`config.mk`:
```
export PLATFORM = sky130hd
export DESIGN_NAME = reg_file_wb_arbiter
export DESIGN_NICKNAME = d
export VERILOG_FILES = /design/src/rtl/cpu_pkg.sv /design/src/rtl/wb_fifo.sv /design/src/rtl/reg_file_wb_arbiter.sv
export SDC_FILE = /design/constraint.sdc
export NUM_CORES = 1
export LEC_CHECK = 0
export BUFFER_PORTS_ARGS = -buffer_cell sky130_fd_sc_hd__buf_2
export CORE_MARGIN = 4
export CORE_UTILIZATION = 29
export CTS_BUF_LIST = sky130_fd_sc_hd__clkbuf_8
export DETAILED_ROUTE_END_ITERATION = 7
export SYNTH_ARGS = -nofsm -noshare
export SYNTH_HDL_FRONTEND = slang
export SYNTH_SLANG_ARGS = --single-unit
```
`constraint.sdc`:
```
create_clock -name clock -period 4.6 [get_ports clock]
set_input_delay 0.92 -clock clock [delete_from_list [all_inputs] [get_ports clock]]
set_output_delay 0.92 -clock clock [all_outputs]
set_load 0.01 [all_outputs]
```
`src/rtl/cpu_pkg.sv`:
```
// Shared CPU constants for the writeback path.
// Register-file geometry and the hardwired zero register.
package cpu_pkg;

    localparam int DATA_W = 32;
    localparam int ADDR_W = 5;

    localparam logic [4:0] REG_ZERO = 5'd0;

endpackage

```
`src/rtl/wb_fifo.sv`:
```
// In-order FIFO of deferred {addr, data} register writes.
// Supports push and pop in the same cycle; count is enq - deq.
module wb_fifo #(
    parameter int W     = 37,
    parameter int DEPTH = 2,
    parameter int CW    = $clog2(DEPTH) + 1
) (
    input  logic          clock,
    input  logic          reset,
    input  logic          push,
    input  logic          pop,
    input  logic [W-1:0]  din,
    output logic [W-1:0]  dout,
    output logic [CW-1:0] count,
    output logic          full,
    output logic          empty
);

    localparam int PW = $clog2(DEPTH);

    logic [W-1:0]  mem [DEPTH];
    logic [PW-1:0] wptr;
    logic [PW-1:0] rptr;
    logic          do_push;
    logic          do_pop;

    assign full    = (count == CW'(DEPTH));
    assign empty   = (count == '0);
    assign do_push = push && !full;
    assign do_pop  = pop && !empty;
    assign dout    = mem[rptr];

    // Power-of-two depth lets the pointers wrap naturally.
    always_ff @(posedge clock or negedge reset) begin
        if (!reset) begin
            wptr  <= '0;
            rptr  <= '0;
            count <= '0;
        end else begin
            if (do_push) wptr <= wptr + 1'b1;
            if (do_pop)  rptr <= rptr + 1'b1;
            if (do_push && !do_pop)
                count <= count + 1'b1;
            else if (do_pop && !do_push)
                count <= count - 1'b1;
        end
    end

    always_ff @(posedge clock) begin
        if (do_push) mem[wptr] <= din;
    end

endmodule

```
`src/rtl/reg_file_wb_arbiter.sv`:
```
// Arbitrates the register-file write port between loads and the ALU path.
// Loads always win; displaced ALU writes queue in order and drain later.
module reg_file_wb_arbiter
    import cpu_pkg::*;
#(
    parameter int DATA_W = cpu_pkg::DATA_W,
    parameter int ADDR_W = cpu_pkg::ADDR_W,
    parameter int DEPTH  = 2,
    parameter int CW     = $clog2(DEPTH) + 1
) (
    input  logic              clock,
    input  logic              reset,
    input  logic              w_alu_wr_valid,
    input  logic [ADDR_W-1:0] w_alu_wr_addr,
    input  logic [DATA_W-1:0] w_alu_wr_data,
    output logic              w_alu_wr_ready,
    input  logic              w_mem_wr_valid,
    input  logic [ADDR_W-1:0] w_mem_wr_addr,
    input  logic [DATA_W-1:0] w_mem_wr_data,
    output logic              w_rf_wen,
    output logic [ADDR_W-1:0] w_rf_waddr,
    output logic [DATA_W-1:0] w_rf_wdata,
    output logic [CW-1:0]     w_fifo_count,
    output logic              w_stall
);

    localparam int EW = ADDR_W + DATA_W;
    localparam logic [ADDR_W-1:0] ZERO = ADDR_W'(REG_ZERO);

    logic              full;
    logic              empty;
    logic              push;
    logic              pop;
    logic              issue;
    logic              alu_live;
    logic              mem_live;
    logic [EW-1:0]     head;
    logic [ADDR_W-1:0] sel_addr;
    logic [DATA_W-1:0] sel_data;

    assign w_alu_wr_ready = !full;
    assign w_stall        = full;

    // Writes to r0 complete the handshake but are otherwise dropped.
    assign alu_live = w_alu_wr_valid && w_alu_wr_ready
                      && (w_alu_wr_addr != ZERO);
    assign mem_live = w_mem_wr_valid && (w_mem_wr_addr != ZERO);

    always_comb begin
        push     = 1'b0;
        pop      = 1'b0;
        issue    = 1'b0;
        sel_addr = w_rf_waddr;
        sel_data = w_rf_wdata;
        priority case (1'b1)
            mem_live: begin
                issue    = 1'b1;
                push     = alu_live;
                sel_addr = w_mem_wr_addr;
                sel_data = w_mem_wr_data;
            end
            !empty: begin
                issue    = 1'b1;
                pop      = 1'b1;
                push     = alu_live;
                sel_addr = head[EW-1:DATA_W];
                sel_data = head[DATA_W-1:0];
            end
            alu_live: begin
                issue    = 1'b1;
                sel_addr = w_alu_wr_addr;
                sel_data = w_alu_wr_data;
            end
            default: ;
        endcase
    end

    wb_fifo #(
        .W     (EW),
        .DEPTH (DEPTH),
        .CW    (CW)
    ) u_fifo (
        .clock (clock),
        .reset (reset),
        .push  (push),
        .pop   (pop),
        .din   ({w_alu_wr_addr, w_alu_wr_data}),
        .dout  (head),
        .count (w_fifo_count),
        .full  (full),
        .empty (empty)
    );

    always_ff @(posedge clock or negedge reset) begin
        if (!reset) begin
            w_rf_wen   <= 1'b0;
            w_rf_waddr <= '0;
            w_rf_wdata <= '0;
        end else begin
            w_rf_wen <= issue;
            if (issue) begin
                w_rf_waddr <= sel_addr;
                w_rf_wdata <= sel_data;
            end
        end
    end

endmodule

```
==> results of run 1 <==
==> kinds of logic (layout without fill, tap and decap cells) <==
| kind of cell | count (synthesis) | count (layout) | synth area share, % |
|---|---|---|---|
| and+or+nand+nor | 123 | 123 | 9.85 |
| DFF | 116 | 116 | 66.6 |
| AOI/OAI and AO/OA | 81 | 81 | 11.2 |
| muxes | 37 | 37 | 7.54 |
| buffers and inverters | 34 | 160 | 3.67 |
| xor gates and xnor gates | 5 | 5 | 0.891 |
| adders and majority gates | 1 | 1 | 0.255 |
| other | 0 | 1 | 0 |
==> cells in the mapped netlist, drive strengths merged <==
master / number
clkbuf: 10
nor2b: 1
o211ai: 33
nor4: 1
edfxtp: 74
a31oi: 37
or4: 1
or2: 1
inv: 5
mux2i: 37
o21ai: 4
nor3: 4
a21o: 1
nand2: 73
nor2: 42
buf: 19
a2bb2oi: 2
a221o: 1
ha: 1
dfrtp: 42
xnor2: 3
xor2: 2
a21oi: 3
==> per-stage QoR <==
step	util [%]	hold slack (ns)	cells
global placement	34.3	0.525	711
floorplan	-	0.468	397
finish	36.7	0.541	744
global route	36.7	0.552	744
detailed placement	34.3	0.528	711
CTS	36.7	0.543	743
==> state kept, by name, summed over array words and instances, names as in the netlist <==
register      flops
u_fifo.rptr       1
w_rf_wdata       32
w_rf_waddr        5
w_rf_wen          1
u_fifo.count      2
u_fifo.mem       74
u_fifo.wptr       1
==> critical path, stage by stage <==
cell     delay (ns)
buf_2          0.13
or4_1          0.59
o21ai_4        0.43
buf_4          0.31
nand2_1        0.12
ha_1           0.24
xor2_1         0.14
nor2_1         0.12
xor2_1         0.16
==> per-layer routing <==
layer  vias up  wire length, um  track usage (%)
met2       118             6050             21.9
li1       1686                -                -
met3        18              767             5.04
met4         2              255             4.78
met5         -               19                0
met1      1665             5260             15.9
==> power by group through the flow <==
stage | Clock [mW] | Sequential, mW | Combinational [mW]
floorplan | 0 | 1.59 | 0.822
global placement | 0 | 1.64 | 1.15
detailed placement | 0 | 1.65 | 1.17
CTS | 0.955 | 1.63 | 1.18
global route | 1.00 | 1.66 | 1.30
finish | 0.919 | 1.63 | 1.15
==> how the worst max path moves through the flow <==
stage | endpoint | from | depth (start not counted) | slack (ns)
final | u_fifo.count[1] | w_mem_wr_addr[3] | 9 | 1.78
after global routing | u_fifo.count[1] | w_mem_wr_addr[3] | 9 | 1.61
after CTS | u_fifo.count[1] | w_mem_wr_addr[3] | 9 | 1.81
after detailed placement | u_fifo.count[1] | w_mem_wr_addr[3] | 9 | 1.35
after global placement | u_fifo.count[1] | w_mem_wr_addr[3] | 9 | 1.37
after floorplan | u_fifo.mem[0][0] | w_mem_wr_valid | 4 | 1.15
==> final cells by class <==
| type | instances | area, um^2 | share of cell area, % |
|---|---|---|---|
| tap | 220 | 275 | 4.52 |
| antenna | 1 | 2.50 | 0.0411 |
| inverter | 5 | 18.8 | 0.308 |
| sequential | 116 | 3270 | 53.8 |
| clock buffer | 20 | 275 | 4.52 |
| multi-input combinational | 247 | 1500 | 24.6 |
| clock inverter | 12 | 116 | 1.91 |
| timing repair buffer | 123 | 626 | 10.3 |
==> impl_metrics.toml, run 1 <==
[die]
io_pins = 120
fp-row-count = 47
die_area_um2 = 19100
start_util_pct = 29.6
die_w_um = 138
coreArea_um2 = 16600
chipHeight_um = 138

[global_route]
antenna_found_initial = 2
grt_pass1_vias = 3756
grt_pass1_wl_um = 19800
grtUsageTotal_pct = 13.3
grt_overflow = 0
grt_max_degree = 44

[placement]
pre_cts_ws_ns = 1.35
hpwl_um = 7980
port-buffer-count = 119
place_congestion = 0.739
dpl_cell_area_um2 = 5690

[clocking]
htree_levels = 4
cts_root_buf = "clkbuf_8"
cts_tree = "yes"
cts_resized = 0
cts_buffers = 17
clkTransAtPathRegs_ns = 0.06
clock_path_buffers = 2
cts.sinks = 116
cts_hold_buf = 0
clk_latency_ns = 0.43
post_cts_buffers = 0

[timing]
period_share_pct = 61.4
relSlewSlack_pct = 17.1
drv_slew = 0
fmax_mhz = 354
hold_viol = 0
fin_setup_tns_ns = 0
fin_ws_ns = 1.78
rsz0062_at_grt = "no"
finalSetupViolations = 0
tightest_slew_ns = 1.24
period_needed_ns = 2.82
clock_skew_ns = 0.0130

[setup_path]
path_class = "primary input to register"
start_kind = "primary input"
r2r_start = "u_fifo.count[0]"
rr_endpoint = "w_rf_wdata[3]"
rr_worst_depth = 5
crit_required_ns = 4.94
crit_path_end_kind = "register"
worst-path-max-fanout = 19
ff2ff_setup_slack_ns = 2.02
crit_arrival_ns = 3.16

[logic_synthesis]
ys_types = 26
syn_avg_cell_area_um2 = 12.4
synth.largest_area_cell = "edfxtp_1"
syn_nets = 476
yosys-top-cells-area = "edfxtp_1 45%, dfrtp_1 21%, mux2i_1 7.5%"
yosysWarnings = 0
synth_cells = 397
seq_area_frac_synth_pct = 66.6
synth_top_cell_area_share_pct = 45.2
ys_ff_latch = 116
netlist_area_um2 = 4910

[drt]
drt-initial-drc-count = 159
ant_nets = 0
drcViolationCount = 0
vias = 3489
wl_per_cell_um = 16.6
wl_um = 12300
drt_pass1_iterations = 5
vias_per_cell = 4.69

[final_layout]
final_cell_area_um2 = 6090
nFillCells = 1686
syn_to_final_growth_pct = 23.9
layout_commonest_cell = "buf_2"
final_nets = 589
mostFrequentLayoutCells = "119 x buf_2, 74 x edfxtp_1, 73 x nand2_1, 41 x dfrtp_1, 40 x nor2_1"
drive_above_1_share_pct = 30.4

[pwr]
p_sw_mw = 1.29
clkPwrFrac_pct = 24.8
pwr-share-seq_pct = 44.0
power.share.switching_pct = 34.8
powerDensity_nw_per_um2 = 608
combPwrFrac_pct = 31.2
power.internal_mw = 2.41
total_power_mw = 3.70
ir_drop_uv = 260
p_leak_nw = 2.47

[worst_hold_path]
worstHoldStart = "w_rf_wdata[31]"
hold_path_depth = 2
hold_path_class = "register to register"
hold_end = "w_rf_wdata[31]"

[outcome]
outcome = "finished, final reports clean"

[flow_run]
maxCapViolations = 0
(Power assumes the default switching activity.)
==> run 2, diff against run 1 <==
==> constraint.sdc (replaced) <==
create_clock -name clock -period 2.3 [get_ports clock]
set_input_delay 0.46 -clock clock [delete_from_list [all_inputs] [get_ports clock]]
set_output_delay 0.46 -clock clock [all_outputs]
set_load 0.01 [all_outputs]
==> run 2 against run 1 <==
  * Sequential share of layout area decreased by 1.6 points
  * Sequential power up 90%
  * Non-clock buffer count increased by 19
  * Via count is 0.14% lower
  * Register-to-register slack got worse by 2.0 ns
  * Largest cell class unchanged
==> impl_metrics.toml, run 2 (synthesis results as in run 1) <==
[outcome]
outcome = "finished, final reports clean"

[setup_path]
crit_path_end_kind = "register"
rr_worst_depth = 4
crit_arrival_ns = 2.29
crit_required_ns = 2.33
r2r_start = "u_fifo.count[1]"
critical_path.cell_chain = "nor2b_1 > o21ai_1 > a221o_1 > nor2_4"
start_kind = "register"
worst-path-max-fanout = 37
path_class = "register to register"
crit_slowest_cell = "nor2_4"
ff2ff_setup_slack_ns = 0.04
rr_endpoint = "u_fifo.mem[0][28]"
critical_path.max_stage_delay_ns = 0.91

[clocking]
cts.sinks = 116
clkTransAtPathRegs_ns = 0.07
cts_buffers = 17
cts_tree = "yes"
cts_root_buf = "clkbuf_8"
clock_path_buffers = 2
cts_hold_buf = 0
htree_levels = 4
clk_latency_ns = 0.42

[final_layout]
antenna_cells = 0
nFillCells = 1659
final_nets = 608
layout_commonest_cell = "buf_2"
top_regs = "u_fifo.mem (74), w_rf_wdata (32), w_rf_waddr (5)"
layoutNonFillerInstCount = 762
largest_reg_flops = 74
mostFrequentLayoutCells = "119 x buf_2, 74 x edfxtp_1, 73 x nand2_1, 41 x dfrtp_1, 40 x nor2_1"
drive_above_1_share_pct = 32.5
syn_to_final_growth_pct = 27.6
regMostFlops = "u_fifo.mem"

[die]
die_area_um2 = 19100
coreArea_um2 = 16600
io_pins = 120
chipHeight_um = 138
die_w_um = 138
fp-row-count = 47
start_util_pct = 29.6

[global_route]
grtUsageMet2_pct = 22.6
antenna_found_initial = 1
grt_pass1_vias = 3616
grt_pass1_wl_um = 19200
grt_util_met1_pct = 15.0
top_usage_layer = "met2"
grtUsageTotal_pct = 12.8
grt_max_degree = 74
grt_overflow = 0
use_met3_pct = 4.66

[timing]
period_share_pct = 98.3
rsz0062_at_grt = "yes"
hold_viol = 0
relSlewSlack_pct = 21.9
fmax_mhz = 442
period_needed_ns = 2.26
finalSetupViolations = 0
clock_skew_ns = 0.00907
tightest_slew_ns = 1.17
drv_slew = 0

[pwr]
p_leak_nw = 2.59
clkPwrFrac_pct = 25.6
ir_drop_uv = 414
powerDensity_nw_per_um2 = 1220
total_power_mw = 7.66
power.internal_mw = 5.06
pwr-share-seq_pct = 40.3
combPwrFrac_pct = 34.2
p_sw_mw = 2.60
power.share.switching_pct = 33.9

[placement]
port-buffer-count = 119
hpwl_um = 8640
placedCellCount = 730
place_congestion = 0.774

[drt]
wl_um = 12400
drt-initial-drc-count = 147
vias_per_cell = 4.57
vias = 3484
ant_nets = 0
drt_pass1_iterations = 4
drcViolationCount = 0
wl_per_cell_um = 16.3

[flow_run]
maxCapViolations = 0

[worst_hold_path]
hold_path_class = "primary input to async pin"
## run 2: layout make-up
cell class	instances	area, um^2	area share, %
Timing Repair Buffer	142	793	12.7
Sequential cell	116	3270	52.2
Inverter	5	18.8	0.299
Clock buffer	17	234	3.73
Tap cell	220	275	4.39
Clock inverter	15	175	2.79
Multi-Input combinational cell	247	1500	23.9
## run 2: through the flow
stage | TNS [ns] | utilization, % | area (um^2) | hold slack (ns) | setup WS, ns
floorplan | -13.88 | - | 4920 | 0.164 | -0.188
global placement | -20.28 | 35.3 | 5860 | 0.524 | -0.270
detailed placement | -24.13 | 35.3 | 5860 | 0.527 | -0.323
CTS | 0 | 37.8 | 6270 | 0.138 | 0.0000402
global route | -11.68 | 37.8 | 6270 | 0.187 | -0.178
finish | 0 | 37.8 | 6270 | 0.138 | 0.0394
## run 2: worst max-delay path: cells and delay by family (launching register included)
family           cells  cell delay [ns]
AO/OA/AOI/OAI        2             0.47
AND/OR/NAND/NOR      2             1.01
flip-flops           1             0.38
## run 2: per-layer routing
metal / vias up / wire (um)
li1: 1721 / -
met1: 1659 / 5250
met2: 89 / 6370
met3: 13 / 663
met4: 2 / 120
met5: - / 13
## run 2: how the worst max path moves through the flow
stage	depth (start not counted)	from	end	slack, ns
detailed placement	5	w_mem_wr_addr[4]	u_fifo.mem[1][15]	-0.32
finish	4	u_fifo.count[1]	u_fifo.mem[0][28]	0.04
global route	4	u_fifo.count[1]	u_fifo.mem[0][28]	-0.18
global placement	5	w_mem_wr_addr[4]	u_fifo.mem[1][16]	-0.27
floorplan	5	u_fifo.count[1]	u_fifo.mem[0][0]	-0.19
CTS	4	u_fifo.count[1]	u_fifo.mem[0][28]	0.00004
## run 2: power groups by stage
stage               sequential [mW]  clock, mW  combinational (mW)
finish                         3.09       1.96                2.62
global route                   3.14       2.12                2.89
CTS                            3.10       2.02                2.67
detailed placement             3.13          0                2.66
global placement               3.11          0                2.62
floorplan                      3.17          0                1.65
## run 2: timing repair
action                     4_1_cts  5_1_grt
setup buffers                    0        0
setup endpoints to repair       74       74
resized for setup                1        0
==> run 3, diff against run 2 <==
--- a/config.mk
+++ b/config.mk
@@ -5,6 +5,7 @@
 export SDC_FILE = /design/constraint.sdc
 export NUM_CORES = 1
 export LEC_CHECK = 0
+export ABC_AREA = 1
 export BUFFER_PORTS_ARGS = -buffer_cell sky130_fd_sc_hd__buf_2
 export CORE_MARGIN = 4
 export CORE_UTILIZATION = 29
==> run 3 against run 2 <==
  * Utilization shrank 1.7 points
  * Non-clock buffer count shrank 4
  * Sequential power grew 3%
  * Synthesized cell count grew 61%
  * Cell count grew 31%
==> impl_metrics.toml, run 3 <==
[clocking]
clk_latency_ns = 0.44
cts_tree = "yes"
clkTransAtPathRegs_ns = 0.07
cts.sinks = 116
cts_root_buf = "clkbuf_8"
htree_levels = 4
cts_buffers = 17
clock_path_buffers = 2

[die]
coreArea_um2 = 18800
start_util_pct = 29.5
die_area_um2 = 21400
io_pins = 120
die_w_um = 146
fp-row-count = 50
chipHeight_um = 146

[final_layout]
mostFrequentLayoutCells = "378 x nand2_1, 119 x buf_2, 74 x edfxtp_1, 41 x dfrtp_1, 37 x nand4_1"
nFillCells = 1977
antenna_cells = 0
drive_above_1_share_pct = 23.1
syn_to_final_growth_pct = 22.2
layoutNonFillerInstCount = 1000
top_regs = "u_fifo.mem (74), w_rf_wdata (32), w_rf_waddr (5)"
regMostFlops = "u_fifo.mem"
layout_commonest_cell = "nand2_1"
final_nets = 832
largest_reg_flops = 74

[logic_synthesis]
ys_ff_latch = 116
syn_avg_cell_area_um2 = 8.67
syn_nets = 718
yosys-top-cells-count = "378 x nand2_1, 74 x edfxtp_1, 42 x dfrtp_1, 37 x nand4_1, 35 x nand3_1"
synth_most_common_cell = "nand2_1"
yosys-top-cells-area = "edfxtp_1 40%, nand2_1 26%, dfrtp_1 19%"
netlist_area_um2 = 5540
synth_flop_cell = "edfxtp_1"
synthArstFlopShare_pct = 36.2
yosysWarnings = 0
synth_top_cell_area_share_pct = 40.1
synth_edf_count = 74
synth.largest_area_cell = "edfxtp_1"
ys_types = 23
seq_area_frac_synth_pct = 59.1
synth_cells = 639

[pwr]
p_leak_nw = 3.38
p_sw_mw = 3.24
pwr-share-seq_pct = 37.7
power.internal_mw = 5.20
power.share.switching_pct = 38.4
ir_drop_uv = 592
combPwrFrac_pct = 37.4
powerDensity_nw_per_um2 = 1250
clkPwrFrac_pct = 24.8

[setup_path]
crit_slowest_cell = "nor2_4"
crit_end = "u_fifo.mem[1][5]"
rr_endpoint = "u_fifo.mem[1][5]"
crit_path_end_kind = "register"
cp.depth = 8
crit_arrival_ns = 2.19
r2r_start = "u_fifo.count[1]"
critPathBufInv = 3
rr_worst_depth = 8
worst-path-max-fanout = 23
start_kind = "register"
cpLargestDelayFamily = "simple AND/OR/NAND/NOR gates"
critical_path.max_stage_delay_ns = 0.62
critical_path.cell_chain = "inv_2 > nor2_2 > nor2_1 > nand2_2 > inv_1 > nand2_1 > nor2_4 > buf_12"
path_class = "register to register"
ff2ff_setup_slack_ns = 0.27
crit_start = "u_fifo.count[1]"
crit_required_ns = 2.46

[timing]
finalSetupViolations = 0
fin_ws_ns = 0.269
rsz0062_at_grt = "no"
period_share_pct = 88.3
period_needed_ns = 2.03
hold_viol = 0
drv_slew = 0
fin_setup_tns_ns = 0
tightest_slew_ns = 0.918
relSlewSlack_pct = 38.7
clock_skew_ns = 0.0104
fmax_mhz = 492

[drt]
wl_per_cell_um = 15.5
wl_um = 15500
drt_pass1_iterations = 4
drcViolationCount = 0
vias_per_cell = 4.60
drt-initial-drc-count = 195
ant_nets = 0
vias = 4601

[outcome]
outcome = "finished, final reports clean"

[placement]
pre_cts_ws_ns = 0.0386
placedCellCount = 967
place_congestion = 0.710
hpwl_um = 9720
port-buffer-count = 119

[global_route]
grt_max_degree = 76
antenna_found_initial = 1
grt_util_met1_pct = 19.3
grtUsageTotal_pct = 14.9
grt_pass1_vias = 4715
use_met3_pct = 3.72
grt_overflow = 0
grt_pass1_wl_um = 25000
grtUsageMet2_pct = 24.7
top_usage_layer = "met2"

[worst_hold_path]
hold_path_class = "primary input to register"

[flow_run]
maxCapViolations = 0
==> run 3: changes by cell type in the layout (fill, tap and decap cells not counted), sizes merged, moves of 4 or more <==
cell	before	now
nor3	4	0
nand3	0	37
mux2i	37	0
nor2	42	8
a31oi	37	0
nand2	73	380
o211ai	33	0
buf	142	137
nand4	0	37
==> run 3: through the flow <==
stage	util, %	instance area, um^2	hold WS, ns	total power, mW
2_1_floorplan	-	5550	0.164	5.39
3_3_place_gp	33.7	6330	0.471	6.39
3_5_place_dp	33.7	6330	0.471	6.44
4_1_cts	36.1	6770	0.169	8.57
5_1_grt	36.1	6770	0.181	9.17
6_report	36.1	6770	0.210	8.45
==> run 3: how the worst min path moves through the flow <==
stage / depth (start not counted) / startpoint / end / slack (ns)
after CTS: 1 / w_alu_wr_data[12] / u_fifo.mem[0][12] / 0.17
after global placement: 1 / reset / w_rf_wdata[15] / 0.47
after detailed placement: 1 / reset / w_rf_wdata[15] / 0.47
after floorplan: 0 / reset / u_fifo.count[0] / 0.16
after global routing: 1 / w_alu_wr_data[12] / u_fifo.mem[0][12] / 0.18
final: 1 / w_alu_wr_data[6] / u_fifo.mem[1][6] / 0.21
==> run 3: power by group through the flow <==
stage	clock (mW)	sequential, mW	combinational, mW
4_1_cts	2.15	3.19	3.22
3_3_place_gp	0	3.22	3.18
3_5_place_dp	0	3.23	3.21
2_1_floorplan	0	3.34	2.05
5_1_grt	2.24	3.27	3.66
6_report	2.10	3.19	3.16
==> run 3: routing by layer <==
metal / share of wire [%] / routed length (um)
met5: 0.045 / 7
met4: 1.5 / 228
met3: 4.5 / 691
met2: 48 / 7400
met1: 46 / 7150
==> run 3: area by class of cell <==
| class | count | area (um^2) | area share, % |
|---|---|---|---|
| clock buffers | 20 | 275 | 4.06 |
| clock inverters | 12 | 161 | 2.38 |
| inverters | 11 | 41.3 | 0.610 |
| multi-input cells | 469 | 1960 | 29.0 |
| flip-flops and latches | 116 | 3270 | 48.3 |
| well taps | 234 | 293 | 4.32 |
| repair buffers | 138 | 766 | 11.3 |
==> run 3: cells by family (layout without fill, tap and decap cells) <==
| family | count (synthesis) | after routing | synth area share, % |
|---|---|---|---|
| xor+xnor | 3 | 3 | 0.474 |
| buf+inv | 54 | 181 | 5.65 |
| flops | 116 | 116 | 59.1 |
| simple gates | 463 | 463 | 34.4 |
| fa+ha+maj | 1 | 1 | 0.226 |
| compound gates | 2 | 2 | 0.180 |
==> run 3: repair_timing <==
| action | CTS | global route |
|---|---|---|
| setup buffers | 0 | 0 |
| hold buffers | 1 | 0 |
| endpoints found under the hold margin | 17 | 0 |
| resized for setup | 0 | 0 |
